## config.mk

```make
export PLATFORM = sky130hd
export DESIGN_NAME = phoneme_player_flat
export DESIGN_NICKNAME = d
export VERILOG_FILES = /design/src/rtl/phoneme_player_if.sv /design/src/rtl/phoneme_player.sv /design/src/flat_wrapper.sv
export SDC_FILE = /design/constraint.sdc
export NUM_CORES = 1
export LEC_CHECK = 0
export CORE_MARGIN = 2
export CORE_UTILIZATION = 40
export DETAILED_ROUTE_END_ITERATION = 8
export PLACE_DENSITY = 0.57
export SYNTH_ARGS = -nofsm -noshare
export SYNTH_HDL_FRONTEND = slang
export SYNTH_SLANG_ARGS = --single-unit
```

## constraint.sdc

```tcl
create_clock -name clk -period 6.04 [get_ports clk]
set_input_delay 0.604 -clock clk [delete_from_list [all_inputs] [get_ports clk]]
set_output_delay 0.604 -clock clk [all_outputs]
set_load 0.01 [all_outputs]
```

## src/rtl/phoneme_player_if.sv

```systemverilog
// ----------------------------------------------------------------------------
// phoneme_player_if
// Command / sample-ROM / audio bundle for phoneme_player.
//   data     : 7-bit phoneme code (bits [5:0] used)       master -> slave
//   write    : single-cycle command strobe                master -> slave
//   busy     : command FIFO full, writes are dropped      slave  -> master
//   idle     : FIFO empty and nothing playing             slave  -> master
//   rom_addr : {code, sample_idx} sample ROM address      slave  -> master
//   rom_data : unsigned 8-bit sample, one clock after addr master -> slave
//   speaker  : registered PWM audio bit                   slave  -> master
// ----------------------------------------------------------------------------
interface phoneme_player_if #(
    parameter int SAMPLE_BITS = 10
);
    logic [6:0]               data;
    logic                     write;
    logic                     busy;
    logic                     idle;
    logic [6+SAMPLE_BITS-1:0] rom_addr;
    logic [7:0]               rom_data;
    logic                     speaker;

    modport master (
        output data, write, rom_data,
        input  busy, idle, rom_addr, speaker
    );

    modport slave (
        input  data, write, rom_data,
        output busy, idle, rom_addr, speaker
    );
endinterface

```

## src/rtl/phoneme_player.sv

```systemverilog
// ----------------------------------------------------------------------------
// phoneme_player
// Queues phoneme codes in a small FIFO and plays each one as 2^SAMPLE_BITS
// samples read from an external ROM, one sample every CLK_DIV clocks, on a
// PWM speaker output.
// Ports:
//   clk   : single clock, rising edge
//   reset : asynchronous, active-high
//   bus   : phoneme_player_if.slave (data/write/busy/idle/rom_addr/
//           rom_data/speaker)
// ----------------------------------------------------------------------------
module phoneme_player #(
    parameter int CLK_DIV     = 256,
    parameter int SAMPLE_BITS = 10,
    parameter int FIFO_LOG2   = 3
) (
    input  logic              clk,
    input  logic              reset,
    phoneme_player_if.slave   bus
);

    localparam int DEPTH = 1 << FIFO_LOG2;
    localparam int DIV_W = $clog2(CLK_DIV);
    // LOAD and CAPTURE take one cycle each, HOLD runs DIV_LOAD..0 inclusive,
    // so a full sample period is exactly CLK_DIV cycles.
    localparam logic [DIV_W-1:0]       DIV_LOAD = DIV_W'(CLK_DIV - 3);
    localparam logic [SAMPLE_BITS-1:0] IDX_MAX  = '1;
    localparam logic [FIFO_LOG2:0]     FULL_CNT = (FIFO_LOG2 + 1)'(DEPTH);
    localparam logic [7:0]             SILENCE  = 8'h80;

    typedef enum logic [1:0] {
        S_IDLE,
        S_LOAD,
        S_CAPTURE,
        S_HOLD
    } state_t;

    // ------------------------------------------------------------------
    // Command FIFO
    // ------------------------------------------------------------------
    logic [5:0]           r_mem [DEPTH];
    logic [FIFO_LOG2-1:0] r_wr_ptr;
    logic [FIFO_LOG2-1:0] r_rd_ptr;
    logic [FIFO_LOG2:0]   r_count;
    logic [FIFO_LOG2:0]   w_count_n;
    logic                 r_busy;
    logic                 r_idle;
    logic                 w_push;
    logic                 w_pop;
    logic                 w_empty;
    logic [5:0]           w_head;
    logic                 w_unused_data6;

    // busy is registered from the post-edge occupancy, so it always
    // reflects the current count; a push is refused whenever it is high,
    // including the full-and-popping case.
    assign w_push         = bus.write & ~r_busy;
    assign w_empty        = (r_count == '0);
    assign w_head         = r_mem[r_rd_ptr];
    assign w_unused_data6 = bus.data[6];

    always_comb begin
        w_count_n = r_count;
        case ({w_push, w_pop})
            2'b10:   w_count_n = r_count + 1'b1;
            2'b01:   w_count_n = r_count - 1'b1;
            default: w_count_n = r_count;
        endcase
    end

    always_ff @(posedge clk) begin
        if (w_push)
            r_mem[r_wr_ptr] <= bus.data[5:0];
    end

    // ------------------------------------------------------------------
    // Playback FSM
    // ------------------------------------------------------------------
    state_t                  r_state, w_state_n;
    logic [5:0]              r_code,  w_code_n;
    logic [SAMPLE_BITS-1:0]  r_idx,   w_idx_n;
    logic [DIV_W-1:0]        r_div,   w_div_n;
    logic [7:0]              r_sample, w_sample_n;
    logic [6+SAMPLE_BITS-1:0] r_rom_addr, w_rom_addr_n;
    logic [7:0]              r_pwm;
    logic                    r_speaker;

    always_ff @(posedge clk or posedge reset) begin
        if (reset)
            r_state <= S_IDLE;
        else
            r_state <= w_state_n;
    end

    always_comb begin
        w_state_n    = r_state;
        w_code_n     = r_code;
        w_idx_n      = r_idx;
        w_div_n      = r_div;
        w_sample_n   = r_sample;
        w_rom_addr_n = r_rom_addr;
        w_pop        = 1'b0;
        case (r_state)
            S_IDLE: begin
                if (!w_empty) begin
                    w_pop     = 1'b1;
                    w_code_n  = w_head;
                    w_idx_n   = '0;
                    w_state_n = S_LOAD;
                end
            end
            S_LOAD: begin
                w_rom_addr_n = {r_code, r_idx};
                w_state_n    = S_CAPTURE;
            end
            S_CAPTURE: begin
                w_sample_n = bus.rom_data;
                w_div_n    = DIV_LOAD;
                w_state_n  = S_HOLD;
            end
            S_HOLD: begin
                if (r_div != '0) begin
                    w_div_n = r_div - 1'b1;
                end else if (r_idx != IDX_MAX) begin
                    w_idx_n   = r_idx + 1'b1;
                    w_state_n = S_LOAD;
                end else if (!w_empty) begin
                    // chain straight into the next phoneme, no idle gap
                    w_pop     = 1'b1;
                    w_code_n  = w_head;
                    w_idx_n   = '0;
                    w_state_n = S_LOAD;
                end else begin
                    w_sample_n = SILENCE;
                    w_state_n  = S_IDLE;
                end
            end
            default: w_state_n = S_IDLE;
        endcase
    end

    always_ff @(posedge clk or posedge reset) begin
        if (reset) begin
            r_wr_ptr   <= '0;
            r_rd_ptr   <= '0;
            r_count    <= '0;
            r_busy     <= 1'b0;
            r_idle     <= 1'b1;
            r_code     <= '0;
            r_idx      <= '0;
            r_div      <= '0;
            r_sample   <= SILENCE;
            r_rom_addr <= '0;
            r_pwm      <= '0;
            r_speaker  <= 1'b0;
        end else begin
            if (w_push) r_wr_ptr <= r_wr_ptr + 1'b1;
            if (w_pop)  r_rd_ptr <= r_rd_ptr + 1'b1;
            r_count    <= w_count_n;
            r_busy     <= (w_count_n == FULL_CNT);
            r_idle     <= (w_state_n == S_IDLE) && (w_count_n == '0);
            r_code     <= w_code_n;
            r_idx      <= w_idx_n;
            r_div      <= w_div_n;
            r_sample   <= w_sample_n;
            r_rom_addr <= w_rom_addr_n;
            r_pwm      <= r_pwm + 1'b1;
            r_speaker  <= (r_pwm < r_sample);
        end
    end

    assign bus.busy     = r_busy;
    assign bus.idle     = r_idle;
    assign bus.rom_addr = r_rom_addr;
    assign bus.speaker  = r_speaker;

endmodule

```

## src/flat_wrapper.sv

```systemverilog
// flat-port wrapper written by rule: the top's interface ports become plain ports
module phoneme_player_flat 
#(
    parameter int CLK_DIV     = 256,
    parameter int SAMPLE_BITS = 10,
    parameter int FIFO_LOG2   = 3
)
  (clk, reset, bus_data, bus_write, bus_rom_data, bus_busy, bus_idle, bus_rom_addr, bus_speaker);
  phoneme_player_if #(.SAMPLE_BITS(SAMPLE_BITS)) bus_i ();
  input  logic clk;
  input  logic reset;
  input wire logic [$bits(bus_i.data)-1:0] bus_data;
  input wire logic [$bits(bus_i.write)-1:0] bus_write;
  input wire logic [$bits(bus_i.rom_data)-1:0] bus_rom_data;
  output wire logic [$bits(bus_i.busy)-1:0] bus_busy;
  output wire logic [$bits(bus_i.idle)-1:0] bus_idle;
  output wire logic [$bits(bus_i.rom_addr)-1:0] bus_rom_addr;
  output wire logic [$bits(bus_i.speaker)-1:0] bus_speaker;
  assign bus_i.data = bus_data;
  assign bus_i.write = bus_write;
  assign bus_i.rom_data = bus_rom_data;
  assign bus_busy = bus_i.busy;
  assign bus_idle = bus_i.idle;
  assign bus_rom_addr = bus_i.rom_addr;
  assign bus_speaker = bus_i.speaker;
  phoneme_player #(.CLK_DIV(CLK_DIV), .SAMPLE_BITS(SAMPLE_BITS), .FIFO_LOG2(FIFO_LOG2)) u_core (.clk(clk), .reset(reset), .bus(bus_i));
endmodule
```

Word level (Yosys, flattened, before mapping)
Memory sizes are Yosys's and may differ from the RTL's.
Cells that the tools add are included.
W data, S select, Z words.
{"block": "word_totals", "mem_bits_rw": 48, "out_inout_bits": 19, "memories": 1, "regBits": 71}
{"block": "op_classes", "n_addsub": 7, "n_eq_ne": 11, "reduce_logical": 12, "mux": 26, "n_bitwise": 2, "magnitude_cmp": 1}
{"name": "u_core.r_mem", "words": 8, "width": 6, "read_ports": 1, "rd_clocked_by_memory_dff": 0, "write_ports": 1, "line": "phoneme_player.sv:41", "rtl": "logic [5:0] r_mem [DEPTH];"}
{"op": "$mux W8", "count": 4}
{"op": "$pmux W8 S2", "count": 2}
{"op": "$mux W10", "count": 3}
{"op": "$pmux W10 S2", "count": 1}
{"op": "$mux W6", "count": 3}
{"op": "$pmux W6 S2", "count": 1}
{"op": "$add A10 B1 Y10 const B", "count": 1}
{"op": "$ne A10 B10 Y1 const B", "count": 1}
{"op": "$add A8 B1 Y8 const B", "count": 1}
{"op": "$logic_not A4 Y1", "count": 2}
{"op": "$lt A8 B8 Y1", "count": 1}
{"op": "$pmux W2 S4", "count": 1}
{"op": "$pmux W4 S2", "count": 1}
{"op": "$reduce_bool A8 Y1", "count": 1}
{"op": "$sub A8 B1 Y8 const B", "count": 1}
{"op": "$add A3 B1 Y3 const B", "count": 2}
{"op": "$eq A2 B2 Y1 const B", "count": 3}
{"op": "$mux W1", "count": 6}
{"op": "$mux W2", "count": 3}
{"op": "$add A4 B1 Y4 const B", "count": 1}
{"op": "$eq A2 B1 Y1 const B", "count": 2}
{"op": "$eq A4 B4 Y1 const B", "count": 1}
{"op": "$logic_not A2 Y1", "count": 2}
{"op": "$ne A2 B1 Y1 const B", "count": 2}
{"op": "10 further kinds", "count": 13}

Longest topological paths before layout
{"block": "logic_depth", "depth_word": 9, "depth_mapped": 15}

Worst setup path after synthesis
No wires, ideal clock.
{"block": "synth_path", "path_type": "reg2reg", "from": "register u_core.r_idx[0]", "to": "register u_core.r_idle (netlist: u_core.bus.idle)", "setup_time_ns": 0.090, "setup_slack_ns": 3.095, "path_stages_with_launch": 15, "required_ns": 5.950, "arrival_ns": 2.855, "n_path_buf": 1, "path_cell_list": "dfrtp_1 -> ha_1 -> and3_2 -> nand4_2 -> nor2_1 -> nor2_1 -> nor3_1 -> ha_1 -> clkbuf_1 -> nand4b_1 -> o21ai_0 -> mux2i_1 -> xor2_1 -> inv_2 -> nor4_2"}
{"block": "synth_via", "elab_chain_cells": 8, "word_cells_on_any_way": 13, "cone_classes": "eq/ne (3); mux (7); reduce/logical (3)"}
{"item": "start, declared", "line": "phoneme_player.sv:81", "rtl": "logic [SAMPLE_BITS-1:0] r_idx, w_idx_n;"}
{"item": "start signal, assigned", "line": "phoneme_player.sv:163", "rtl": "r_idx <= w_idx_n;"}
{"item": "$ne A10 B10 Y1 (*)", "line": "phoneme_player.sv:124", "rtl": "end else if (r_idx != IDX_MAX) begin"}
{"item": "$mux W1 (*)", "line": "phoneme_player.sv:124"}
{"item": "$mux W1 (*)", "line": "phoneme_player.sv:122", "rtl": "if (r_div != '0) begin"}
{"item": "$pmux W1 S2 (*)", "line": "phoneme_player.sv:103", "rtl": "case (r_state)"}
{"item": "$eq A2 B1 Y1 / $eq A2 B2 Y1 (equally long branches)", "line": "phoneme_player.sv:64", "rtl": "case ({w_push, w_pop})"}
{"item": "$pmux W4 S2 (*)", "line": "phoneme_player.sv:64"}
{"item": "via u_core.w_count_n[3]", "line": "phoneme_player.sv:45", "rtl": "logic [FIFO_LOG2:0] w_count_n;"}
{"item": "$logic_not A4 Y1 (*)", "line": "phoneme_player.sv:161", "rtl": "r_idle <= (w_state_n == S_IDLE) && (w_count_n == '0);"}
{"item": "$logic_and A1 B1 Y1 (*)", "line": "phoneme_player.sv:161"}
{"item": "end signal, assigned", "line": "phoneme_player.sv:161"}
{"item": "end, declared", "line": "phoneme_player.sv:47", "rtl": "logic r_idle;"}
The timed path passes the listed nets; every way through them passes the cells marked *.
A chain may end at the register's enable or synchronous reset.

Final worst setup path
{"block": "layout_path", "from": "register u_core.r_state[1]", "to": "register u_core.r_idle (netlist: u_core.bus.idle)"}
{"block": "layout_via", "elab_chain_cells": 6, "word_cells_on_any_way": 14, "cone_classes": "eq/ne (5); mux (5); reduce/logical (4)"}
{"item": "start, declared", "line": "phoneme_player.sv:79", "rtl": "state_t r_state, w_state_n;"}
{"item": "start signal, assigned", "line": "phoneme_player.sv:92", "rtl": "r_state <= w_state_n;"}
{"item": "$eq A2 B2 Y1 / $logic_not A2 Y1 (equally long branches)", "line": "phoneme_player.sv:103"}
{"item": "$pmux W1 S2 (*)", "line": "phoneme_player.sv:103"}
{"item": "$eq A2 B1 Y1 / $eq A2 B2 Y1 (equally long branches)", "line": "phoneme_player.sv:64"}
{"item": "$pmux W4 S2 (*)", "line": "phoneme_player.sv:64"}
{"item": "via u_core.w_count_n[3]", "line": "phoneme_player.sv:45"}
{"item": "$logic_not A4 Y1 (*)", "line": "phoneme_player.sv:161"}
{"item": "$logic_and A1 B1 Y1 (*)", "line": "phoneme_player.sv:161"}
Marked as above.

==> summary.md <==
| Metric | Value |
|---|---|
| Power, Total | `3.07 mW` |
| YS warnings | `0` |
| Sw frac | `32.7%` |
| Status | `finished, final reports clean` |
| DRC | `0` |
| Most numerous cell in the Yosys netlist | `dfrtp_1` |
| Vias in the first global route | `3379` |
| VDD IR max | `0.247 mV` |
| Area leader, netlist | `dfrtp_1` |
| Delay-heaviest family, CP | `simple AND/OR/NAND/NOR gates` |
| Initial core utilization | `40.5%` |
| Routed Antenna Nets | `0` |
| Post-CTS sizing | `0` |
| Pre-CTS setup slack | `2600 ps` |
| Rows | `42` |
| Die X | `119 um` |
| Final Hold Vio Count | `0` |
| Initial antenna violation count | `0` |
| Fillers | `1160` |
| Fin crit period | `3430 ps` |
| IO Port Bufs | `35` |
| First-pass iteration count of the detailed router | `4` |
| Routability cong. | `0.752` |
| Final nets | `492` |
| GR Util All Layers | `14.8%` |
| Sum Neg Setup Slack | `0 ps` |
| TritonCTS clock tree | `yes` |
| Die H | `119 um` |
| ANT cells | `0` |
| Clock Power Share | `31.2%` |
| Comb pwr share | `29.1%` |
| Core Area | `13100 um2` |
| Max-slew violation count | `0` |
| # hold bufs at CTS | `0` |
| HP Class | `register to register` |
| Total grt overflow | `0` |
| Area share of the largest cell type after synthesis | `32.4%` |
| Global-route wire length before repair | `16300 um` |
| Vias | `3206` |
| Number of synthesized flops with an enable pin | `48` |
| Worst-path cell chain | `ha_1 -> nand4_1 -> nor2_1 -> nor2_1 -> nor3_1 -> ha_1 -> nand4b_1 -> o21ai_0 -> mux2i_1 -> xor2_1 -> inv_2 -> nor4_2` |
| Slowest-stage cell, CP | `ha_1` |
| PD cells | `478 nW/um2` |
| Clk Latency, worst-skew pair | `420 ps` |
| DP HPWL | `6310 um` |
| Setup Fix Bufs, Post-CTS | `0` |
| Worst-margin pin slew | `967 ps` |
| CTS max path bufs | `2` |
| Max Fclk | `291 MHz` |
| Clock Skew | `9.60 ps` |
| CP Buf/Inv Count | `1` |
| Yosys cell types | `50` |
| Total CTS buffers | `17` |
| RSZ-0062 raised after global routing | `false` |
| Max stage delay on crit path | `600 ps` |
| Int Pwr | `2.06 mW` |
| Period utilization | `56.8%` |
| NetSw | `1.00 mW` |
| Io pins | `37` |
| H-tree depth | `4` |
| Pin count of the biggest net entering global routing | `72` |
| Layout area overhead | `20.6%` |
| Max Fanout on Critical Path | `17` |
| Mapped Area | `5330 um2` |
| Layout cells sized above 1 | `15.8%` |
| Root Driver | `clkbuf_16` |
| Final setup violation count | `0` |
| Leak pwr | `2.58 nW` |
| Detailed Route WL | `9220 um` |
| Sequential share of the synthesized area | `60.5%` |
| Startpoint Class | `register` |
| Setup WS post-layout | `2610 ps` |
| Wire per inst | `14.3 um` |
| Crit. End Element | `register` |
| Commonest cells post-synth | `dfrtp_1, edfxtp_1, nand2_1` |
| Sequential Power Share | `39.7%` |
| Critical path type | `register to register` |
| Die area | `14300 um2` |
| CTS Sinks | `119` |
| Worst EP arrival | `3750 ps` |
| Via density | `4.99` |
| Reg clk slew, reported paths | `60 ps` |
| Dominant synthesized flop cell | `dfrtp_1` |
| Net Count, Synth | `451` |
| Ys async rst share | `59.7%` |
| CP required | `6360 ps` |
| Worst rel slew slack | `35.1%` |
| Synth area leaders | `dfrtp_1, edfxtp_1, mux4_2` |
| Mean Syn Cell Area | `12.9 um2` |
| #FFs+latches synth | `119` |
| Mapped Cells | `413` |
| Maxcap violations | `0` |
| Initial DRC Count | `106` |
-- metal layers --
| metal | share of wire [%] | vias up | global-route usage (%) |
|---|---|---|---|
| li1 | - | 1575 | - |
| met1 | 45 | 1570 | 18.2 |
| met2 | 50 | 48 | 24.2 |
| met3 | 3.7 | 13 | 4.17 |
| met4 | 1.8 | 0 | 7.28 |
| met5 | 0 | - | 0 |
-- registers in the layout, summed over array words and instances, names as in the netlist, 3 cells and up --
name,flops
u_core.r_wr_ptr,3
u_core.r_div,8
u_core.r_code,6
u_core.r_rd_ptr,3
u_core.r_count,4
u_core.r_sample,8
u_core.bus.rom_addr,16
u_core.r_mem,48
u_core.r_pwm,8
u_core.r_idx,10
-- tightest hold or removal path, stage by stage (launching register included) --
cell and delay (ps):
dfrtp_1 340, nand2_1 50, o31ai_1 50
-- power groups by stage --
stage,combinational [mW],clock (mW),sequential (mW)
floorplan,0.717,0,1.16
global placement,0.887,0,1.23
detailed placement,0.908,0,1.24
CTS,0.912,0.987,1.23
global route,1.01,1.02,1.25
finish,0.892,0.958,1.22
-- kinds of logic (layout without fill, tap and decap cells) --
family	Yosys count	in the layout	synth area share (%)
AO/OA/AOI/OAI	60	60	6.93
adder cells (fa/ha/maj)	20	20	4.70
XOR/XNOR	22	22	3.62
buffers and inverters	40	94	2.91
flip-flops	119	119	60.5
AND/OR/NAND/NOR	112	112	10.6
multiplexers	40	40	10.8
-- final cells by class --
cell class / instances / area (um2) / area share (%)
Clock buffer: 20 / 457 / 7.11
Inverter: 26 / 97.6 / 1.52
Sequential cell: 119 / 3220 / 50.1
Clock inverter: 12 / 120 / 1.87
Tap cell: 176 / 220 / 3.43
Timing Repair Buffer: 36 / 358 / 5.57
Multi-Input combinational cell: 254 / 1950 / 30.4
-- path summary, 6_finish.rpt --
check	start	to	slack, ps	cells past startpoint
worst min-delay path	u_core.r_sample[1]	u_core.r_sample[1]	470	2
worst max register to register	u_core.r_state[1]	u_core.bus.idle	2610	12
worst max-delay path	u_core.r_state[1]	u_core.bus.idle	2610	12
min in group asynchronous	reset	u_core.r_pwm[5]	780	3
worst min register to register	u_core.r_sample[1]	u_core.r_sample[1]	470	2
max in group asynchronous	reset	u_core.r_rd_ptr[1]	4680	3
-- layout by cell type, fill, tap and decap left out, drive strengths merged, types with 3 or more instances in the layout --
master         count
nor3              13
nand2b             5
a21oi             13
nor4               4
inv               29
nor2              22
o31ai              9
mux4              12
clkdlybuf4s50     35
ha                20
clkbuf            20
dfrtp             69
o21ai             25
nand4              5
clkinv             3
clkinvlp           5
mux2              19
mux2i              9
xor2               7
xnor2             15
and3               5
edfxtp            48
nand2             38
nand3              9
-- stage by stage --
step                      utilization (%)  cell area, um2  hold WS, ps  cells
final                                48.9            6420          471    643
after global routing                 48.9            6420          502    643
after CTS                            48.9            6420          480    643
after detailed placement             44.5            5850          467    611
after global placement               44.5            5850          461    611
after floorplan                         -            5330          444    413
Power figures use the tool's default switching activity.
